### src/rtl/alu_sequencer_if.sv
// Instruction handshake between the decoder (master) and the ALU sequencer (slave).
interface alu_sequencer_if #(
  parameter int REG_AW = 3
);
  logic              instr_valid;
  logic              instr_ready;
  logic [1:0]        instr_kind;
  logic [3:0]        instr_op;
  logic [REG_AW-1:0] instr_rd;
  logic [REG_AW-1:0] instr_rs;
  logic              instr_use_imm;
  logic [15:0]       instr_imm;

  modport master (
    output instr_valid, instr_kind, instr_op, instr_rd, instr_rs, instr_use_imm, instr_imm,
    input  instr_ready
  );

  modport slave (
    input  instr_valid, instr_kind, instr_op, instr_rd, instr_rs, instr_use_imm, instr_imm,
    output instr_ready
  );
endinterface

### src/rtl/alu_sequencer.sv
// Multi-cycle sequencer driving the 16-bit ALU and register file for one instruction at a time.
// Optional macro ALU_SEQ_PIPE_EN: accept the next instruction in WB/BRANCH (no IDLE bubble).
module alu_sequencer #(
  parameter int         REG_AW  = 3,
  parameter logic [3:0] HOLD_OP = 4'h0
) (
  input  logic              clk,
  input  logic              reset,
  alu_sequencer_if.slave    dec,
  output logic [REG_AW-1:0] rf_raddr,
  input  logic [15:0]       rf_rdata,
  output logic              rf_we,
  output logic [REG_AW-1:0] rf_waddr,
  output logic [15:0]       rf_wdata,
  output logic [15:0]       alu_value1,
  output logic [15:0]       alu_value2,
  output logic [3:0]        alu_operator,
  output logic              alu_single,
  input  logic [15:0]       alu_bus_out,
  input  logic              alu_check_branch,
  output logic              done,
  output logic              branch_taken,
  output logic              illegal
);

  // Operator codes shared with cpu_data.v
  localparam logic [3:0] OP_CMP  = 4'h3;
  localparam logic [3:0] OP_RJMP = 4'hF;

  localparam logic [1:0] KIND_BIN = 2'd0;
  localparam logic [1:0] KIND_SGL = 2'd1;
  localparam logic [1:0] KIND_BR  = 2'd2;

  localparam logic [2:0] IDLE   = 3'd0;
  localparam logic [2:0] READ_A = 3'd1;
  localparam logic [2:0] READ_B = 3'd2;
  localparam logic [2:0] EXEC   = 3'd3;
  localparam logic [2:0] WB     = 3'd4;
  localparam logic [2:0] BRANCH = 3'd5;

  logic [2:0]        state, state_nx;
  logic              ready, accept;
  logic [1:0]        kind_p0;
  logic [3:0]        op_p0;
  logic [REG_AW-1:0] rd_p0, rs_p0;
  logic              use_imm_p0;
  logic [15:0]       imm_p0;
  logic [15:0]       op_a_p1, op_b_p1;
  logic              ill_vld_p0;

`ifdef ALU_SEQ_PIPE_EN
  assign ready = (state == IDLE) || (state == WB) || (state == BRANCH);
`else
  assign ready = (state == IDLE);
`endif

  assign dec.instr_ready = ready;
  assign accept          = dec.instr_valid && ready;

  always_comb begin
    state_nx = state;
    case (state)
      READ_A:  state_nx = (kind_p0 == KIND_BIN && !use_imm_p0) ? READ_B : EXEC;
      READ_B:  state_nx = EXEC;
      EXEC:    state_nx = WB;
      default: state_nx = IDLE;
    endcase
    // An acceptance overrides the default return to IDLE
    if (accept) begin
      case (dec.instr_kind)
        KIND_BIN, KIND_SGL: state_nx = READ_A;
        KIND_BR:            state_nx = BRANCH;
        default:            state_nx = IDLE;
      endcase
    end
  end

  // Stage p0: instruction capture; stage p1: operand fetch
  always_ff @(posedge clk) begin
    if (reset) begin
      state      <= IDLE;
      ill_vld_p0 <= 1'b0;
      kind_p0    <= '0;
      op_p0      <= '0;
      rd_p0      <= '0;
      rs_p0      <= '0;
      use_imm_p0 <= 1'b0;
      imm_p0     <= '0;
      op_a_p1    <= '0;
      op_b_p1    <= '0;
    end else begin
      state      <= state_nx;
      ill_vld_p0 <= accept && (dec.instr_kind == 2'd3);
      if (accept) begin
        kind_p0    <= dec.instr_kind;
        op_p0      <= dec.instr_op;
        rd_p0      <= dec.instr_rd;
        rs_p0      <= dec.instr_rs;
        use_imm_p0 <= dec.instr_use_imm;
        imm_p0     <= dec.instr_imm;
      end
      case (state)
        READ_A: begin
          op_a_p1 <= rf_rdata;
          op_b_p1 <= (kind_p0 == KIND_BIN && use_imm_p0) ? imm_p0 : 16'h0000;
        end
        READ_B:  op_b_p1 <= rf_rdata;
        default: ;
      endcase
    end
  end

  always_comb begin
    alu_value1   = '0;
    alu_value2   = '0;
    alu_operator = HOLD_OP;
    alu_single   = 1'b1;
    rf_we        = 1'b0;
    done         = 1'b0;
    branch_taken = 1'b0;
    illegal      = 1'b0;
    rf_raddr     = (state == READ_B) ? rs_p0 : rd_p0;
    rf_waddr     = rd_p0;
    rf_wdata     = alu_bus_out;
    case (state)
      EXEC: begin
        alu_value1   = op_a_p1;
        alu_value2   = (kind_p0 == KIND_SGL) ? 16'h0000 : op_b_p1;
        alu_operator = op_p0;
        alu_single   = (kind_p0 == KIND_SGL);
      end
      WB: begin
        rf_we = (op_p0 != OP_CMP);
        done  = 1'b1;
      end
      BRANCH: begin
        alu_operator = op_p0;
        done         = 1'b1;
        // Flags are still the pre-edge ones here; RJMP ignores them
        branch_taken = (op_p0 == OP_RJMP) || alu_check_branch;
      end
      default: ;
    endcase
    if (ill_vld_p0) begin
      done    = 1'b1;
      illegal = 1'b1;
    end
    if (reset) begin
      rf_we        = 1'b0;
      done         = 1'b0;
      branch_taken = 1'b0;
      illegal      = 1'b0;
    end
  end

endmodule
### src/flat_wrapper.sv
// flat-port wrapper written by rule: the top's interface ports become plain ports
module alu_sequencer_flat 
#(
  parameter int         REG_AW  = 3,
  parameter logic [3:0] HOLD_OP = 4'h0
)
  (clk, reset, rf_raddr, rf_rdata, rf_we, rf_waddr, rf_wdata, alu_value1, alu_value2, alu_operator, alu_single, alu_bus_out, alu_check_branch, done, branch_taken, illegal, dec_instr_valid, dec_instr_kind, dec_instr_op, dec_instr_rd, dec_instr_rs, dec_instr_use_imm, dec_instr_imm, dec_instr_ready);
  alu_sequencer_if #(.REG_AW(REG_AW)) dec_i ();
  input  logic clk;
  input  logic reset;
  output logic [REG_AW-1:0] rf_raddr;
  input  logic [15:0] rf_rdata;
  output logic rf_we;
  output logic [REG_AW-1:0] rf_waddr;
  output logic [15:0] rf_wdata;
  output logic [15:0] alu_value1;
  output logic [15:0] alu_value2;
  output logic [3:0] alu_operator;
  output logic alu_single;
  input  logic [15:0] alu_bus_out;
  input  logic alu_check_branch;
  output logic done;
  output logic branch_taken;
  output logic illegal;
  input wire logic [$bits(dec_i.instr_valid)-1:0] dec_instr_valid;
  input wire logic [$bits(dec_i.instr_kind)-1:0] dec_instr_kind;
  input wire logic [$bits(dec_i.instr_op)-1:0] dec_instr_op;
  input wire logic [$bits(dec_i.instr_rd)-1:0] dec_instr_rd;
  input wire logic [$bits(dec_i.instr_rs)-1:0] dec_instr_rs;
  input wire logic [$bits(dec_i.instr_use_imm)-1:0] dec_instr_use_imm;
  input wire logic [$bits(dec_i.instr_imm)-1:0] dec_instr_imm;
  output wire logic [$bits(dec_i.instr_ready)-1:0] dec_instr_ready;
  assign dec_i.instr_valid = dec_instr_valid;
  assign dec_i.instr_kind = dec_instr_kind;
  assign dec_i.instr_op = dec_instr_op;
  assign dec_i.instr_rd = dec_instr_rd;
  assign dec_i.instr_rs = dec_instr_rs;
  assign dec_i.instr_use_imm = dec_instr_use_imm;
  assign dec_i.instr_imm = dec_instr_imm;
  assign dec_instr_ready = dec_i.instr_ready;
  alu_sequencer #(.REG_AW(REG_AW), .HOLD_OP(HOLD_OP)) u_core (.clk(clk), .reset(reset), .dec(dec_i), .rf_raddr(rf_raddr), .rf_rdata(rf_rdata), .rf_we(rf_we), .rf_waddr(rf_waddr), .rf_wdata(rf_wdata), .alu_value1(alu_value1), .alu_value2(alu_value2), .alu_operator(alu_operator), .alu_single(alu_single), .alu_bus_out(alu_bus_out), .alu_check_branch(alu_check_branch), .done(done), .branch_taken(branch_taken), .illegal(illegal));
endmodule
### config.mk
export PLATFORM = sky130hd
export DESIGN_NAME = alu_sequencer_flat
export DESIGN_NICKNAME = d
export VERILOG_FILES = /design/src/rtl/alu_sequencer_if.sv /design/src/rtl/alu_sequencer.sv /design/src/flat_wrapper.sv
export SDC_FILE = /design/constraint.sdc
export NUM_CORES = 1
export LEC_CHECK = 0
export CAP_MARGIN = 20
export CORE_MARGIN = 2
export CORE_UTILIZATION = 40
export DETAILED_ROUTE_END_ITERATION = 7
export PLACE_DENSITY = 0.75
export SYNTH_ARGS = -nofsm -noshare
export SYNTH_HDL_FRONTEND = slang
export SYNTH_SLANG_ARGS = --single-unit
### constraint.sdc
create_clock -name clk -period 2.14 [get_ports clk]
set_input_delay 0.642 -clock clk [delete_from_list [all_inputs] [get_ports clk]]
set_output_delay 0.642 -clock clk [all_outputs]
set_load 0.1 [all_outputs]
Word-level counts from Yosys, hierarchy flattened
Index checks and enable logic that the tools add are counted.

Output and inout bits: 64. Input port bits: 65. Word-level logic and storage cells: 55. Flip-flop bits (word level): 65.

Reduce and logical (&&, ||, !) cells: 13. Multiplexer cells: 21. Equal/unequal tests: 11.

Operators by type and width (count): $mux W16 (4); $pmux W16 S2 (1); $mux W1 (11); $pmux W3 S3 (1); $eq A3 B2 Y1 const B (2); $eq A3 B3 Y1 const B (2); $mux W3 (2); $pmux W3 S2 (1); $reduce_or A2 Y1 (3); $eq A2 B1 Y1 const B (2); $eq A2 B2 Y1 const B (2); $eq A4 B4 Y1 const B (1); $logic_and A1 B1 Y1 (4); $logic_not A2 Y1 (2); $mux W4 (1); $ne A4 B2 Y1 const B (1); $eq A3 B1 Y1 const B (1); $logic_not A3 Y1 (1); $reduce_bool A2 Y1 (1); $logic_not A1 Y1 (1); $logic_or A1 B1 Y1 (1).

Logic depth before layout (Yosys ltp)
Gate-level depths: netlist of the first run.

Word-level depth: 5. Gate-level depth with buffers: 6.

Worst setup path after synthesis of the first run
Ideal clock, no wire load.

Path kind: input to output. Start point: in reset. End point: out rf_we. Data arrival time: 3.461 ns. Buffers on the path: 0. Slack: -1.963 ns. Data required time: 1.498 ns. Cell stages on the path: 2. Cell sequence: or3b_2 -> a311oi_1.

Word-level cells in the longest chain between the ends: 1.

RTL lines: from (decl) (line flat_wrapper.sv:10) `input logic reset;`; $mux W1 (line alu_sequencer.sv:148) `if (reset) begin`; to (decl) (line flat_wrapper.sv:13) `output logic rf_we;`.

Every way passes these cells.

Worst setup path in the final report of the first run
Start point: reg u_core.state[2]. End point: out alu_value1[9].

Word-level cells in the longest chain between the ends: 2.

RTL lines: from (decl) (line alu_sequencer.sv:41) `logic [2:0] state, state_nx;`; from (signal assigned) (line alu_sequencer.sv:92) `state <= state_nx;`; $eq A3 B2 Y1 (line alu_sequencer.sv:125) `case (state)`; $mux W16 (line alu_sequencer.sv:125); to (decl) (line flat_wrapper.sv:16) `output logic [15:0] alu_value1;`.

Every way passes these cells.

==> results.yml, run 1 <==
status:
  outcome: "complete, but fails checks"
  failed_checks: "setup timing"
pwr:
  powerDensity_nw_per_um2: 759
  vdd_drop_max_mv: 0.348
  finalPower_mw: 3.93
  power.leakage_nw: 1.95
floorplanning:
  ios: 129
  coreArea_um2: 7770
  initial_utilization: 0.414
  fp.dieArea_um2: 8780
  die-width_um: 93.7
  die-height_um: 93.7
  core.rowCount: 32
sta:
  setup_ws_ps: -170
  tightest_slew_ps: 668
  maxSlewHeadroom: 0.554
  finalHoldViolCount: 0
  skew_ps: 7.27
  rsz0062_at_grt: "true"
  final_max_slew_viol_count: 0
  fin_tns_setup_ps: -4920
  fmax_ghz: 0.433
  setup_viol: 36
  holdWs_ps: 456
  finalCritPeriodShare: 1.08
  period_needed_ps: 2310
detailed_routing:
  viasPerCell: 5.08
  wl_per_cell_um: 14.6
  firstDrtPassIters: 4
  wl_um: 8840
  drtIter0Drc: 180
  drc: 0
  via_count: 3084
  antenna_left: 0
synthesis:
  syn_nets: 485
  ys_seq_area_frac: 0.405
  synth_edf_count: 0
  netlist_area_um2: 3220
  ys_warn_count: 0
  syn_inst: 420
  yosysUniqueCellTypes: 33
  syn_area_per_cell_um2: 7.66
  async_flop_share: 0
  ys_ff_latch: 65
  synth_flop_cell: "dfxtp_1"
grt:
  grt_util_all_layers: 0.201
  grt_max_degree: 66
  antenna_found_initial: 0
  grt_pass1_wl_um: 14000
  overflow: 0
  first_global_vias: 2865
layout:
  design_area_um2: 5180
  drive_above_1_share: 0.303
  n_antenna_cell: 0
  nets: 565
  area_growth_pct: 61.0
placement:
  port_buffers: 96
  dpl.hpwl_um: 6070
  gp_congestion: 0.840
  place_area_um2: 4730
clock_network:
  cts_max_level: 3
  cts_tree: "built"
  cts_sinks: 65
  cts-root-buf: "clkbuf_8"
  cts_buffer_depth: 2
  cts_made_buffers: 9
  hold_buffers: 0
  clkTransAtPathRegs_ps: 70
  worstSkewPairLatency_ps: 340
critical_path:
  reg2reg_depth: 4
  rr_startpoint: "u_core.state[0]$_SDFF_PP0_"
  r2r_setup_slack_ps: 390
  worstPathArrival_ps: 1670
  crit_path_start_kind: "flip-flop"
  path_class: "reg -> out"
  end_kind: "output pin"
  reg2reg_to: "u_core.op_a_p1[15]$_SDFFE_PP0P_"
  crit_path_max_fanout: 4
  required_ps: 1500
run:
  maxCapViolations: 0
hold_path:
  hp-class: "reg -> reg"
  hold_path_end: "u_core.op_a_p1[0]$_SDFFE_PP0P_"
  hold_depth: 2
  worstHoldStart: "u_core.op_a_p1[0]$_SDFFE_PP0P_"
[cells in the final DEF, fill, tap and decap left out, types with 3 or more instances in the layout]
master / n
buf_6: 5
nor3_1: 4
a21oi_1: 45
and2_1: 16
mux2_4: 3
dfxtp_1: 59
and3_2: 4
and2_4: 32
a31oi_1: 17
nor2_1: 4
buf_12: 48
buf_4: 19
nand4_1: 16
dfxtp_2: 5
nand2_1: 106
nor3b_1: 16
o21ai_0: 17
clkbuf_8: 11
clkdlybuf4s50_1: 46
[cell usage after synthesis, types with 2 or more instances]
library cell / count / share of area
clkbuf_1: 19 / 0.022
dfxtp_1: 65 / 0.40
nor3_1: 5 / 0.0078
buf_6: 3 / 0.011
nor3b_1: 17 / 0.040
a31oi_1: 17 / 0.033
mux2_2: 3 / 0.011
and3_1: 5 / 0.0097
nand4_1: 16 / 0.031
nor2_1: 5 / 0.0058
a21oi_1: 45 / 0.070
o21ai_0: 17 / 0.026
buf_2: 10 / 0.016
inv_1: 3 / 0.0035
buf_4: 18 / 0.042
or3b_2: 2 / 0.0054
and2_1: 48 / 0.093
nand2_1: 107 / 0.12
[power breakdown]
part	total [mW]	switching [mW]	internal (mW)
Sequential	1.46	0.108	1.36
Combinational	1.29	0.772	0.514
Clock	1.18	0.467	0.715
Total	3.93	1.35	2.59
[worst max-delay path by stage]
stage / start / endpoint / slack (ps) / cells after the start
2_1_floorplan: reset / rf_we / -460 / 2
3_3_place_gp: reset / rf_we / -120 / 4
3_5_place_dp: reset / rf_we / -150 / 4
4_1_cts: u_core.state[2]$_SDFF_PP0_ / alu_value2[1] / -160 / 5
5_1_grt: u_core.state[0]$_SDFF_PP0_ / alu_value2[5] / -200 / 5
6_report: u_core.state[2]$_SDFF_PP0_ / alu_value1[9] / -170 / 6
[sequential cells by signal (all words and copies together), names as in the netlist]
name / flops
u_core.imm_p0: 16
u_core.state: 3
u_core.rf_waddr: 3
u_core.op_b_p1: 16
u_core.use_imm_p0: 1
u_core.rs_p0: 3
u_core.ill_vld_p0: 1
u_core.op_a_p1: 16
u_core.op_p0: 4
u_core.kind_p0: 2
[metal layers]
metal	vias to the layer above	part of all wire	global-route usage
met1	1423	0.45	0.273
met4	0	0.013	0.0797
met3	10	0.062	0.0329
met5	-	0	0
li1	1553	-	-
met2	98	0.48	0.318
[cells by family (layout without fill, tap and decap cells)]
group,after synthesis,after routing,share of synthesized area
xor gates and xnor gates,2,2,0.00545
muxes,3,3,0.0105
DFF,65,65,0.405
AOI/OAI and AO/OA,83,83,0.144
and+or+nand+nor,212,212,0.339
buffers and inverters,55,140,0.0965
[per-stage QoR]
stage | util | setup WS, ps | cells
2_1_floorplan | - | -464 | 420
3_3_place_gp | 0.609 | -121 | 583
3_5_place_dp | 0.609 | -147 | 583
4_1_cts | 0.653 | -163 | 603
5_1_grt | 0.667 | -204 | 607
6_report | 0.667 | -170 | 607
[cell type report]
| cell class | count | area (µm²) |
|---|---|---|
| Tap cell | 102 | 128 |
| Fill cell | 594 | 2590 |
| Clock buffer | 11 | 151 |
| Timing Repair Buffer | 121 | 1680 |
| Inverter | 3 | 15.0 |
| Clock inverter | 5 | 77.6 |
| Sequential cell | 65 | 1310 |
| Multi-Input combinational cell | 300 | 1820 |
[critical path, stage by stage (launching register included)]
cell and delay (ps):
dfxtp_2 360, and3b_2 240, buf_4 140, buf_6 130, clkbuf_16 140, and2_4 160
buf_12 160
[repair_timing]
| action | 4_1_cts | 5_1_grt |
|---|---|---|
| cloned | 0 | 2 |
| setup endpoints to repair | 43 | 43 |
| hold endpoints to repair | 0 | 0 |
| gates resized for setup | 35 | 13 |
| setup buffers | 4 | 2 |
| pin swaps | 3 | 26 |
(Power assumes the default switching activity.)
==> inputs of run 2 (changes only) <==
clock period = 2.97 ns   (was 2.14 ns; I/O delays follow)
==> run 2 against run 1 <==
The run now ends clean; power shrank 36%; first-iteration DRC count grew 28%; sequential cell count is the same; combinational power shrank 37%; utilization shrank 5.5 points; setup slack gained 270 ps; largest cell class unchanged; clock power shrank 42%; sequential power shrank 29%; worst hold slack lost 4.4 ps; highest routed layer unchanged; critical endpoint is now rf_we; register-to-register slack gained 540 ps; global-route usage shrank 0.92 points.
==> results.yml, run 2 (synthesized netlist as in run 1, its figures left out) <==
floorplanning:
  initial_utilization: 0.414
  die-height_um: 93.7
  core.rowCount: 32
  die-width_um: 93.7
  fp.dieArea_um2: 8780
  ios: 129
  coreArea_um2: 7770
pwr:
  vdd_drop_max_mv: 0.248
  finalPower_mw: 2.53
  power.leakage_nw: 1.74
  powerDensity_nw_per_um2: 534
hold_path:
  hp-class: "reg -> reg"
  hold_depth: 2
  hold_path_end: "u_core.op_a_p1[9]$_SDFFE_PP0P_"
  worstHoldStart: "u_core.op_a_p1[9]$_SDFFE_PP0P_"
detailed_routing:
  viasPerCell: 5.05
  wl_um: 8160
  antenna_left: 0
  via_count: 2979
  drc: 0
  wl_per_cell_um: 13.8
  drtIter0Drc: 231
  firstDrtPassIters: 5
clock_network:
  hold_buffers: 0
  cts_max_level: 3
  cts_buffer_depth: 2
  worstSkewPairLatency_ps: 330
  post-cts-setup-buffers: 0
  clkTransAtPathRegs_ps: 70
  post_cts_resized: 0
  cts-root-buf: "clkbuf_8"
  cts_tree: "built"
  cts_sinks: 65
  cts_made_buffers: 9
sta:
  holdWs_ps: 451
  fmax_ghz: 0.348
  final_max_slew_viol_count: 0
  maxSlewHeadroom: 0.394
  period_needed_ps: 2870
  setup_viol: 0
  rsz0062_at_grt: "false"
  finalHoldViolCount: 0
  finalCritPeriodShare: 0.968
  skew_ps: 7.99
  tightest_slew_ps: 906
layout:
  n_antenna_cell: 0
  layout_commonest_cell: "nand2_1"
  fillers: 663
  area_growth_pct: 47.6
  mostFrequentLayoutCells: "nand2_1, dfxtp_1, and2_1"
  design_area_um2: 4750
  drive_above_1_share: 0.178
  reg.largest.list: "u_core.imm_p0: 16 flops, u_core.op_a_p1: 16 flops, u_core.op_b_p1: 16 flops"
  nets: 548
grt:
  antenna_found_initial: 0
  first_global_vias: 2762
  grt_util_all_layers: 0.191
  grt_pass1_wl_um: 13400
  overflow: 0
  grt_max_degree: 66
critical_path:
  crit_path_max_fanout: 3
  r2r_setup_slack_ps: 930
  rr_startpoint: "u_core.state[0]$_SDFF_PP0_"
  reg2reg_to: "u_core.op_a_p1[10]$_SDFFE_PP0P_"
  crit_path_start_kind: "input pin"
  end_kind: "output pin"
  path_class: "in -> out"
  worstPathArrival_ps: 1980
  cp_cell_sequence: "buf_2 > or3b_4 > a311oi_4 > buf_12"
  cpMaxStageDelayCell: "or3b_4"
  max_stage_delay_ps: 420
  reg2reg_depth: 5
  required_ps: 2080
placement:
  dpl.hpwl_um: 5980
  port_buffers: 96
  place_area_um2: 4570
  gp_congestion: 0.801
status:
  outcome: "finished clean"
run:
  maxCapViolations: 0
==> run 2: power by group <==
part           internal, mW  total [mW]  switching, mW
Combinational         0.295       0.810          0.515
Clock                 0.347       0.679          0.332
Sequential            0.973        1.04         0.0719
Total                  1.61        2.53          0.919
==> run 2: metrics by stage <==
| step | cells | util | TNS, ps | setup slack (ps) |
|---|---|---|---|---|
| after floorplan | 420 | - | -272 | -189 |
| after global placement | 574 | 0.588 | 0 | 121 |
| after detailed placement | 574 | 0.588 | 0 | 105 |
| after CTS | 590 | 0.611 | 0 | 104 |
| after global routing | 590 | 0.611 | 0 | 57.8 |
| final | 590 | 0.611 | 0 | 95.9 |
==> run 2: area by class of cell <==
type | count | area [µm²] | area share
clock buffers | 12 | 155 | 0.0327
well taps | 102 | 128 | 0.0269
flip-flops and latches | 65 | 1300 | 0.274
clock inverters | 4 | 27.5 | 0.00580
multi-input cells | 300 | 1670 | 0.351
repair buffers | 104 | 1460 | 0.307
inverters | 3 | 11.3 | 0.00237
==> run 2: critical path, delay by kind of cell <==
kind	cells	cell delay [ps]
and+or+nand+nor	1	420
buffers and inverters	2	350
AOI/OAI and AO/OA	1	330
==> run 2: routing by layer <==
layer / track usage / vias up / wire (µm) / part of all wire
li1: - / 1519 / - / -
met1: 0.262 / 1355 / 3720 / 0.46
met2: 0.299 / 90 / 3890 / 0.48
met3: 0.0337 / 15 / 383 / 0.047
met4: 0.0785 / 0 / 153 / 0.019
met5: 0 / - / 0 / 0
==> run 2: worst max path at each step <==
stage | depth (start not counted) | slack [ps] | start | end
3_3_place_gp | 4 | 120 | reset | rf_we
4_1_cts | 4 | 100 | reset | rf_we
2_1_floorplan | 2 | -190 | reset | rf_we
6_report | 4 | 100 | reset | rf_we
3_5_place_dp | 4 | 100 | reset | rf_we
5_1_grt | 4 | 60 | u_core.state[1]$_SDFF_PP0_ | alu_value2[15]
